[src/rtl/dcache_wport_arbiter_pkg.sv]
// ---------------------------------------------------------------------------
// dcache_wport_arbiter_pkg
//   Shared types and helpers for the dcache write-port arbiter.
//   - cfg_t       : minimal core configuration (physical address / data width)
//   - CfgDefault  : default configuration used when the core does not pass one
//   - arb_state_e : arbiter FSM state encoding
//   - wrap_add    : (a + b) mod n for small operands (a < n, b <= n)
// ---------------------------------------------------------------------------
package dcache_wport_arbiter_pkg;

  typedef struct packed {
    int unsigned PLEN;
    int unsigned XLEN;
  } cfg_t;

  localparam cfg_t CfgDefault = '{PLEN: 32'd56, XLEN: 32'd64};

  localparam int unsigned SIZE_W = 2;

  typedef enum logic [0:0] {
    ST_IDLE   = 1'b0,
    ST_LOCKED = 1'b1
  } arb_state_e;

  // Single conditional subtract is enough because both operands stay below n.
  function automatic int unsigned wrap_add(input int unsigned a,
                                           input int unsigned b,
                                           input int unsigned n);
    int unsigned s;
    s = a + b;
    return (s >= n) ? (s - n) : s;
  endfunction

endpackage

[src/rtl/dcache_wport_arbiter_rr_select.sv]
// ---------------------------------------------------------------------------
// dcache_wport_arbiter_rr_select
//   Purely combinational round-robin selector with an optional strict-priority
//   override. Reusable by other LSU arbiters.
// Ports:
//   req_i      in  NR_PORTS  request vector
//   ptr_i      in  IDX_W     round-robin start index (first port to consider)
//   prio_en_i  in  1         enable strict priority for prio_idx_i
//   prio_idx_i in  IDX_W     index that wins whenever enabled and requesting
//   valid_o    out 1         at least one request present
//   idx_o      out IDX_W     selected index (0 when valid_o is low)
// ---------------------------------------------------------------------------
module dcache_wport_arbiter_rr_select
  import dcache_wport_arbiter_pkg::*;
#(
  parameter int unsigned NR_PORTS = 2,
  parameter int unsigned IDX_W    = (NR_PORTS > 1) ? $clog2(NR_PORTS) : 1
) (
  input  logic [NR_PORTS-1:0] req_i,
  input  logic [IDX_W-1:0]    ptr_i,
  input  logic                prio_en_i,
  input  logic [IDX_W-1:0]    prio_idx_i,
  output logic                valid_o,
  output logic [IDX_W-1:0]    idx_o
);

  always_comb begin
    logic [IDX_W-1:0] cand;
    logic             found;
    valid_o = |req_i;
    idx_o   = '0;
    found   = 1'b0;
    cand    = '0;
    // Walk the ports starting at ptr_i; the first requesting one wins.
    for (int unsigned k = 0; k < NR_PORTS; k++) begin
      cand = IDX_W'(wrap_add(32'(ptr_i), k, NR_PORTS));
      if (!found && req_i[cand]) begin
        idx_o = cand;
        found = 1'b1;
      end
    end
    if (prio_en_i && req_i[prio_idx_i]) begin
      idx_o = prio_idx_i;
    end
  end

endmodule

[src/rtl/dcache_wport_arbiter.sv]
// ---------------------------------------------------------------------------
// dcache_wport_arbiter
//   Shares the single dcache write port between store-side requesters
//   (store buffer drain, AMO buffer, CMO/fence writeback). Round-robin
//   selection, grant locking while the cache has not accepted, and an
//   optional strict priority for PRIO_PORT.
// Ports:
//   clk_i, rst_ni        clock, asynchronous active-low reset
//   prio_en_i            PRIO_PORT wins ties while high (IDLE only)
//   req_i/addr_i/data_i/be_i/size_i   per-port request and flat payload
//   gnt_o                one-hot grant back to the requester
//   req_o/addr_o/data_o/be_o/size_o/we_o  request towards the dcache
//   gnt_i                dcache accepts the presented request
//   owner_o              last selected port
//   busy_o               a locked request is waiting for gnt_i
// ---------------------------------------------------------------------------
module dcache_wport_arbiter
  import dcache_wport_arbiter_pkg::*;
#(
  parameter cfg_t        CVA6Cfg   = CfgDefault,
  parameter int unsigned NR_PORTS  = 2,
  parameter int unsigned PRIO_PORT = 0,
  localparam int unsigned PLEN  = CVA6Cfg.PLEN,
  localparam int unsigned XLEN  = CVA6Cfg.XLEN,
  localparam int unsigned BE_W  = XLEN / 8,
  localparam int unsigned IDX_W = $clog2(NR_PORTS)
) (
  input  logic                       clk_i,
  input  logic                       rst_ni,
  input  logic                       prio_en_i,
  input  logic [NR_PORTS-1:0]        req_i,
  input  logic [NR_PORTS*PLEN-1:0]   addr_i,
  input  logic [NR_PORTS*XLEN-1:0]   data_i,
  input  logic [NR_PORTS*BE_W-1:0]   be_i,
  input  logic [NR_PORTS*SIZE_W-1:0] size_i,
  output logic [NR_PORTS-1:0]        gnt_o,
  output logic                       req_o,
  output logic [PLEN-1:0]            addr_o,
  output logic [XLEN-1:0]            data_o,
  output logic [BE_W-1:0]            be_o,
  output logic [SIZE_W-1:0]          size_o,
  output logic                       we_o,
  input  logic                       gnt_i,
  output logic [IDX_W-1:0]           owner_o,
  output logic                       busy_o
);

  if (NR_PORTS < 2 || NR_PORTS > 4 || PRIO_PORT >= NR_PORTS) begin : g_bad_cfg
    $error("dcache_wport_arbiter: NR_PORTS must be 2..4 and PRIO_PORT < NR_PORTS");
  end

  localparam logic [IDX_W-1:0] PRIO_IDX = IDX_W'(PRIO_PORT);

  // Per-port payload views of the flat input buses.
  logic [PLEN-1:0]   addr_arr [NR_PORTS];
  logic [XLEN-1:0]   data_arr [NR_PORTS];
  logic [BE_W-1:0]   be_arr   [NR_PORTS];
  logic [SIZE_W-1:0] size_arr [NR_PORTS];

  for (genvar gi = 0; gi < NR_PORTS; gi++) begin : g_slice
    assign addr_arr[gi] = addr_i[gi*PLEN +: PLEN];
    assign data_arr[gi] = data_i[gi*XLEN +: XLEN];
    assign be_arr[gi]   = be_i[gi*BE_W +: BE_W];
    assign size_arr[gi] = size_i[gi*SIZE_W +: SIZE_W];
  end

  arb_state_e       state_q, state_d;
  logic [IDX_W-1:0] rr_q, rr_d;
  logic [IDX_W-1:0] owner_q, owner_d;

  logic             sel_valid;
  logic [IDX_W-1:0] sel_idx;
  logic             cur_req;
  logic [IDX_W-1:0] cur_idx;

  dcache_wport_arbiter_rr_select #(
    .NR_PORTS (NR_PORTS),
    .IDX_W    (IDX_W)
  ) u_rr_select (
    .req_i      (req_i),
    .ptr_i      (rr_q),
    .prio_en_i  (prio_en_i),
    .prio_idx_i (PRIO_IDX),
    .valid_o    (sel_valid),
    .idx_o      (sel_idx)
  );

  // While locked only the owner is visible; its own req_i still gates req_o
  // so a protocol-violating drop does not present a stale request.
  always_comb begin
    cur_req = sel_valid;
    cur_idx = sel_idx;
    if (state_q == ST_LOCKED) begin
      cur_req = req_i[owner_q];
      cur_idx = owner_q;
    end
  end

  // State register
  always_ff @(posedge clk_i or negedge rst_ni) begin
    if (!rst_ni) begin
      state_q <= ST_IDLE;
      rr_q    <= '0;
      owner_q <= '0;
    end else begin
      state_q <= state_d;
      rr_q    <= rr_d;
      owner_q <= owner_d;
    end
  end

  // Next-state logic
  always_comb begin
    state_d = state_q;
    rr_d    = rr_q;
    owner_d = owner_q;
    case (state_q)
      ST_IDLE: begin
        if (sel_valid) begin
          owner_d = sel_idx;
          if (gnt_i) begin
            rr_d = IDX_W'(wrap_add(32'(sel_idx), 32'd1, NR_PORTS));
          end else begin
            state_d = ST_LOCKED;
          end
        end
      end
      ST_LOCKED: begin
        if (!req_i[owner_q]) begin
          state_d = ST_IDLE;
        end else if (gnt_i) begin
          rr_d    = IDX_W'(wrap_add(32'(owner_q), 32'd1, NR_PORTS));
          state_d = ST_IDLE;
        end
      end
      default: state_d = ST_IDLE;
    endcase
  end

  // Output logic. The combinational request path is masked by rst_ni so
  // every output sits at its reset value for the whole reset pulse.
  always_comb begin
    req_o  = 1'b0;
    gnt_o  = '0;
    addr_o = '0;
    data_o = '0;
    be_o   = '0;
    size_o = '0;
    busy_o = (state_q == ST_LOCKED);
    if (rst_ni && cur_req) begin
      req_o  = 1'b1;
      addr_o = addr_arr[cur_idx];
      data_o = data_arr[cur_idx];
      be_o   = be_arr[cur_idx];
      size_o = size_arr[cur_idx];
      if (gnt_i) begin
        gnt_o[cur_idx] = 1'b1;
      end
    end
  end

  assign we_o    = 1'b1;
  assign owner_o = owner_q;

  // A locked owner must keep requesting until it is granted.
  a_owner_holds_req : assert property (
    @(posedge clk_i) disable iff (!rst_ni)
    (state_q == ST_LOCKED) |-> req_i[owner_q]
  ) else $error("dcache_wport_arbiter: locked owner dropped its request");

  a_gnt_onehot : assert property (
    @(posedge clk_i) disable iff (!rst_ni) $onehot0(gnt_o)
  ) else $error("dcache_wport_arbiter: gnt_o not one-hot");

endmodule

[config.mk]
export PLATFORM = sky130hd
export DESIGN_NAME = dcache_wport_arbiter
export DESIGN_NICKNAME = d
export VERILOG_FILES = /design/src/rtl/dcache_wport_arbiter_pkg.sv /design/src/rtl/dcache_wport_arbiter_rr_select.sv /design/src/rtl/dcache_wport_arbiter.sv
export SDC_FILE = /design/constraint.sdc
export NUM_CORES = 1
export LEC_CHECK = 0
export CORE_AREA = 2 2 155 157
export CTS_BUF_LIST = sky130_fd_sc_hd__clkbuf_8
export CTS_CLUSTER_DIAMETER = 200
export DETAILED_ROUTE_END_ITERATION = 10
export DIE_AREA = 0 0 157 159
export REMOVE_ABC_BUFFERS = 1
export SLEW_MARGIN = 20
export SYNTH_ARGS = -nofsm -noshare
export SYNTH_HDL_FRONTEND = slang
export SYNTH_HIERARCHICAL = 1
export SYNTH_SLANG_ARGS = --single-unit
export TNS_END_PERCENT = 10
[constraint.sdc]
create_clock -name clk_i -period 3.3 [get_ports clk_i]
set_input_delay 0.66 -clock clk_i [delete_from_list [all_inputs] [get_ports clk_i]]
set_output_delay 0.66 -clock clk_i [all_outputs]
set_load 0.02 [all_outputs]
**After elaboration in Yosys (flattened, before gate mapping)**

Index checks and enable logic that the tools add are counted.

- Logic and storage cells: 80
- Output and inout bits: 136
- Register bits after elaboration: 3
- Input bits: 266

- Equal/unequal tests: 4
- Magnitude comparators: 10
- Mux-type cells: 46
- Reductions and logical operators: 8
- Add/subtract/negate cells: 7
- Bitwise operators: 2

Operator list:

| cell | number |
|---|---|
| $mux W64 | 4 |
| $mux W56 | 4 |
| $mux W8 | 4 |
| $mux W1 | 25 |
| $mux W2 | 6 |
| $ge A2 B2 Y1 const B | 4 |
| $lt A1 B2 Y1 const B | 4 |
| $add A1 B1 Y2 const B | 3 |
| $ne A2 B2 Y1 const B | 3 |
| $logic_and A1 B1 Y1 | 4 |
| $pmux W1 S2 | 2 |
| $reduce_and A4 Y1 | 1 |
| $sub A1 B1 Y1 const B | 4 |
| $ge A1 B2 Y1 const B | 1 |
| $ne A2 B1 Y1 const B | 1 |
| $not A1 Y2 | 1 |
| $reduce_and A2 Y1 | 1 |
| $reduce_or A2 Y1 | 1 |
| $demux W1 S1 | 1 |
| $ge A1 B1 Y1 const B | 1 |
| $logic_not A1 Y1 | 1 |
| $not A1 Y1 | 1 |

**Longest topological paths before layout**

- Word-level depth: 16
- Gate-level depth with buffers: 7
- Mapped depth without buffers: 5

**Modules after synthesis**

The synthesis kept the hierarchy.

Modules (own cells, without submodules):

| module | sequential area each (um^2) | cells each | times used | area each (um^2) |
|---|---|---|---|---|
| dcache_wport_arbiter | 75.1 | 454 | 1 | 2489.9 |
| dcache_wport_arbiter_rr_select | 0.0 | 3 | 1 | 23.8 |

**Least setup slack after synthesis**

No wires, ideal clock.

- Kind: input -> output
- Start point: input port prio_en_i
- End point: output port addr_o[0]
- Path buffers: 1
- Data required time: 2.640 ns
- Slack: 0.663 ns
- Arrival time: 1.977 ns
- Stages: 6
- Cell sequence: mux2i_1 > a21boi_1 > mux2_4 > clkbuf_1 > nand2_1 > a21oi_1

- Longest elaborated chain between the ends: 8

RTL lines:

| element | line | RTL |
|---|---|---|
| from (decl) | dcache_wport_arbiter.sv:30 | `input logic prio_en_i,` |
| $logic_and A1 B1 Y1 | dcache_wport_arbiter_rr_select.sv:42 | `if (prio_en_i && req_i[prio_idx_i]) begin` |
| $mux W1 | dcache_wport_arbiter_rr_select.sv:42 |  |
| named net sel_idx | dcache_wport_arbiter.sv:72 | `logic [IDX_W-1:0] sel_idx;` |
| $mux W1 | dcache_wport_arbiter.sv:93 | `if (state_q == ST_LOCKED) begin` |
| $not A1 Y2 (implied by the code) | dcache_wport_arbiter.sv:152 | `addr_o = addr_arr[cur_idx];` |
| $mux W56 (implied by the code) (3 in a row) | dcache_wport_arbiter.sv:152 |  |
| $mux W56 | dcache_wport_arbiter.sv:150 | `if (rst_ni && cur_req) begin` |
| to (decl) | dcache_wport_arbiter.sv:38 | `output logic [PLEN-1:0] addr_o,` |

The timed path passes the listed nets, and every way through them passes these cells. The select of a mux whose other input is x is not followed.

**Final worst setup path**

- Start point: input port prio_en_i
- End point: output port data_o[57]

- Longest elaborated chain between the ends: 8

RTL lines:

| element | line | RTL |
|---|---|---|
| $logic_and A1 B1 Y1 | dcache_wport_arbiter_rr_select.sv:42 |  |
| $mux W1 | dcache_wport_arbiter_rr_select.sv:42 |  |
| named net sel_idx | dcache_wport_arbiter.sv:72 |  |
| $mux W1 | dcache_wport_arbiter.sv:93 |  |
| $not A1 Y2 (implied by the code) | dcache_wport_arbiter.sv:153 | `data_o = data_arr[cur_idx];` |
| $mux W64 (implied by the code) (3 in a row) | dcache_wport_arbiter.sv:153 |  |
| $mux W64 | dcache_wport_arbiter.sv:150 |  |
| to (decl) | dcache_wport_arbiter.sv:39 | `output logic [XLEN-1:0] data_o,` |

The timed path passes the listed nets, and every way through them passes these cells. The select of a mux whose other input is x is not followed.

==> out/results.tsv <==
metric	value	unit
IO Pins	402	
P&R area growth vs syn	167	%
FP Rows	56	
total CTS buffers	3	
Final setup viols	0	
RD Place Congestion	0.887	
routed via count	4579	
DP Cell Count	1183	
status	complete, no violations	
clock latency on the worst-skew pair	0.22	ns
layout cells sized above 1	32.1	%
Hold Buf Count CTS	0	
fin nets	1136	
commonest cells after routing, fill and taps aside	clkdlybuf4s50_1 (268), nand2_1 (260), clkbuf_2 (116), a21oi_2 (100), buf_4 (36)	
Clock Sinks	3	
ANT nets after route	0	
vias in the first global route	4597	
width of the chip	157	microns
period utilisation layout	97.0	%
Starting Density	10.8	%
drc violations	0	
register-to-register setup slack	1.82	ns
die area	0.0250	sq mm
Max Clock Skew	0.00428	ns
core area	0.0232	sq mm
clk root buf	clkbuf_8	
CP Capture Type	primary output	
Die Height	159	microns
syn avg cell area	5.50	sq um
WP data arrival	2.54	ns
DRT iter0 DRCs	244	
startpoint types	primary input	
GRT overflow	0	
htree depth	1	
Detailed Place HPWL	13.5	mm
vias per cell	3.85	
Synth Instances	457	
max_cap viols	0	
Hold Crit Class	flip-flop to flip-flop	
fmax	312	MHz
initial antenna violation count	0	
final hold vios	0	
first-pass GRT wire length	23.5	mm
Clock Tree Buf Depth	2	
GRT Util Overall	11.6	%
Clk pin slew, worst setup/hold paths	0.03	ns
sequential-to-total area share from yosys stat	2.99	%
Max VDD drop	0.130	mV
synthesized flop and latch total	3	
worst hold slack	0.527	ns
CTS tree	yes	
power per cell area	268	mW/mm^2
Avg WL per Cell	13.6	microns
largest net degree at the start of global routing	63	
Tmin final	3.20	ns
Crit Path Category	primary input to primary output	
leakage power figure	2.89	nW
Yosys Warn Count	6	
Antenna diodes	0	
Final Non-Filler Cells	1188	
cell area after synthesis	0.00251	sq mm
Req. time, crit path	2.64	ns
CP Max Fanout	15	
post-route core utilization	29.0	%
most common cell after layout, fill and taps aside	clkdlybuf4s50_1	
RSZ-0062 raised after global routing	no	
Port Buffers	400	
Max Slew Vio Count	0	
Detailed Route WL	16.2	mm
1st-pass router iterations	4	
Unique masters post-synth	22	
## final timing paths
check / end / cells after the start / start
setup reg to reg: rr_q / 4 / busy_o
max in group asynchronous: owner_o / 2 / rst_ni
min in group asynchronous: rr_q / 2 / rst_ni
hold reg to reg: rr_q / 1 / rr_q
setup / recovery: data_o[57] / 9 / prio_en_i
hold / removal: rr_q / 1 / rr_q
## cells in the mapped netlist
cell,n,share of area [%]
a211oi_1,1,0.30
a21boi_1,1,0.30
a21o_1,1,0.30
a21oi_1,31,6.2
a21oi_2,100,35
and3_1,2,0.50
buf_2,19,3.8
buf_4,2,0.60
buf_6,11,4.9
clkbuf_1,12,1.8
conb_1,2,0.30
dfrtp_1,3,3.0
inv_1,1,0.15
mux2_2,2,0.90
mux2_4,1,0.60
mux2i_1,2,0.80
mux2i_4,1,0.90
nand2_1,260,39
nand2b_1,1,0.25
nor2_1,1,0.15
o21ai_0,2,0.40
or2_2,1,0.25
## state kept, by name, summed over array words and instances, names as in the netlist
name / cells
owner_o: 1
busy_o: 1
rr_q: 1
## metal layers
metal | share of wire (%) | routed length, microns | vias up | track usage, %
met5 | 0 | 0 | - | 0
met4 | 2.4 | 388 | 0 | 2.92
met3 | 9.7 | 1570 | 24 | 2.34
met2 | 50 | 8000 | 265 | 22.3
met1 | 38 | 6200 | 1995 | 12.7
li1 | - | - | 2295 | -
## kinds of logic after synthesis
family,share of synthesized area [%]
other cells,0.299
simple gates,40.0
flops,2.99
compound gates,42.3
mux,3.19
buf+inv,11.2
## layout make-up
class | instances | area (sq um)
multi-input cells | 409 | 2170
fillers | 2582 | 16500
clock inverters | 1 | 3.75
well taps | 319 | 399
flip-flops and latches | 3 | 75.1
inverters | 1 | 3.75
clock buffers | 3 | 41.3
repair buffers | 452 | 4020
## critical path, cell delays in order
cell,delay (ns)
clkdlybuf4s50_1,0.47
mux2i_1,0.22
a21boi_2,0.11
mux2_4,0.34
buf_12,0.18
buf_12,0.13
nand2_1,0.07
a21oi_2,0.05
clkdlybuf4s15_1,0.30
## metrics by stage
| step | cell area (sq um) | total power (W) | TNS, ns | setup WS [ns] |
|---|---|---|---|---|
| finish | 6720 | 0.00180 | 0 | 0.0990 |
| global route | 6720 | 0.00194 | 0 | 0.000204 |
| CTS | 7110 | 0.00184 | -0.207 | -0.207 |
| detailed placement | 7220 | 0.00184 | -37.92 | -0.332 |
| global placement | 7220 | 0.00184 | -34.46 | -0.311 |
| floorplan | 2230 | 0.000840 | -278.46 | -3.08 |
## where the power goes
group	internal (W)	leakage [nW]	switching, W
logic	0.000776	2.83	0.000864
clock network	0.0000793	0.0269	0.0000249
registers	0.0000446	0.0357	0.0000119
total	0.000900	2.89	0.000901
## what timing repair did
| action | 4_1_cts | 5_1_grt |
|---|---|---|
| gates resized for setup | 136 | 242 |
| setup buffers | 0 | 0 |
| endpoints found under the setup margin | 132 | 129 |
| gates cloned | 0 | 1 |
(Power assumes the default switching activity.)
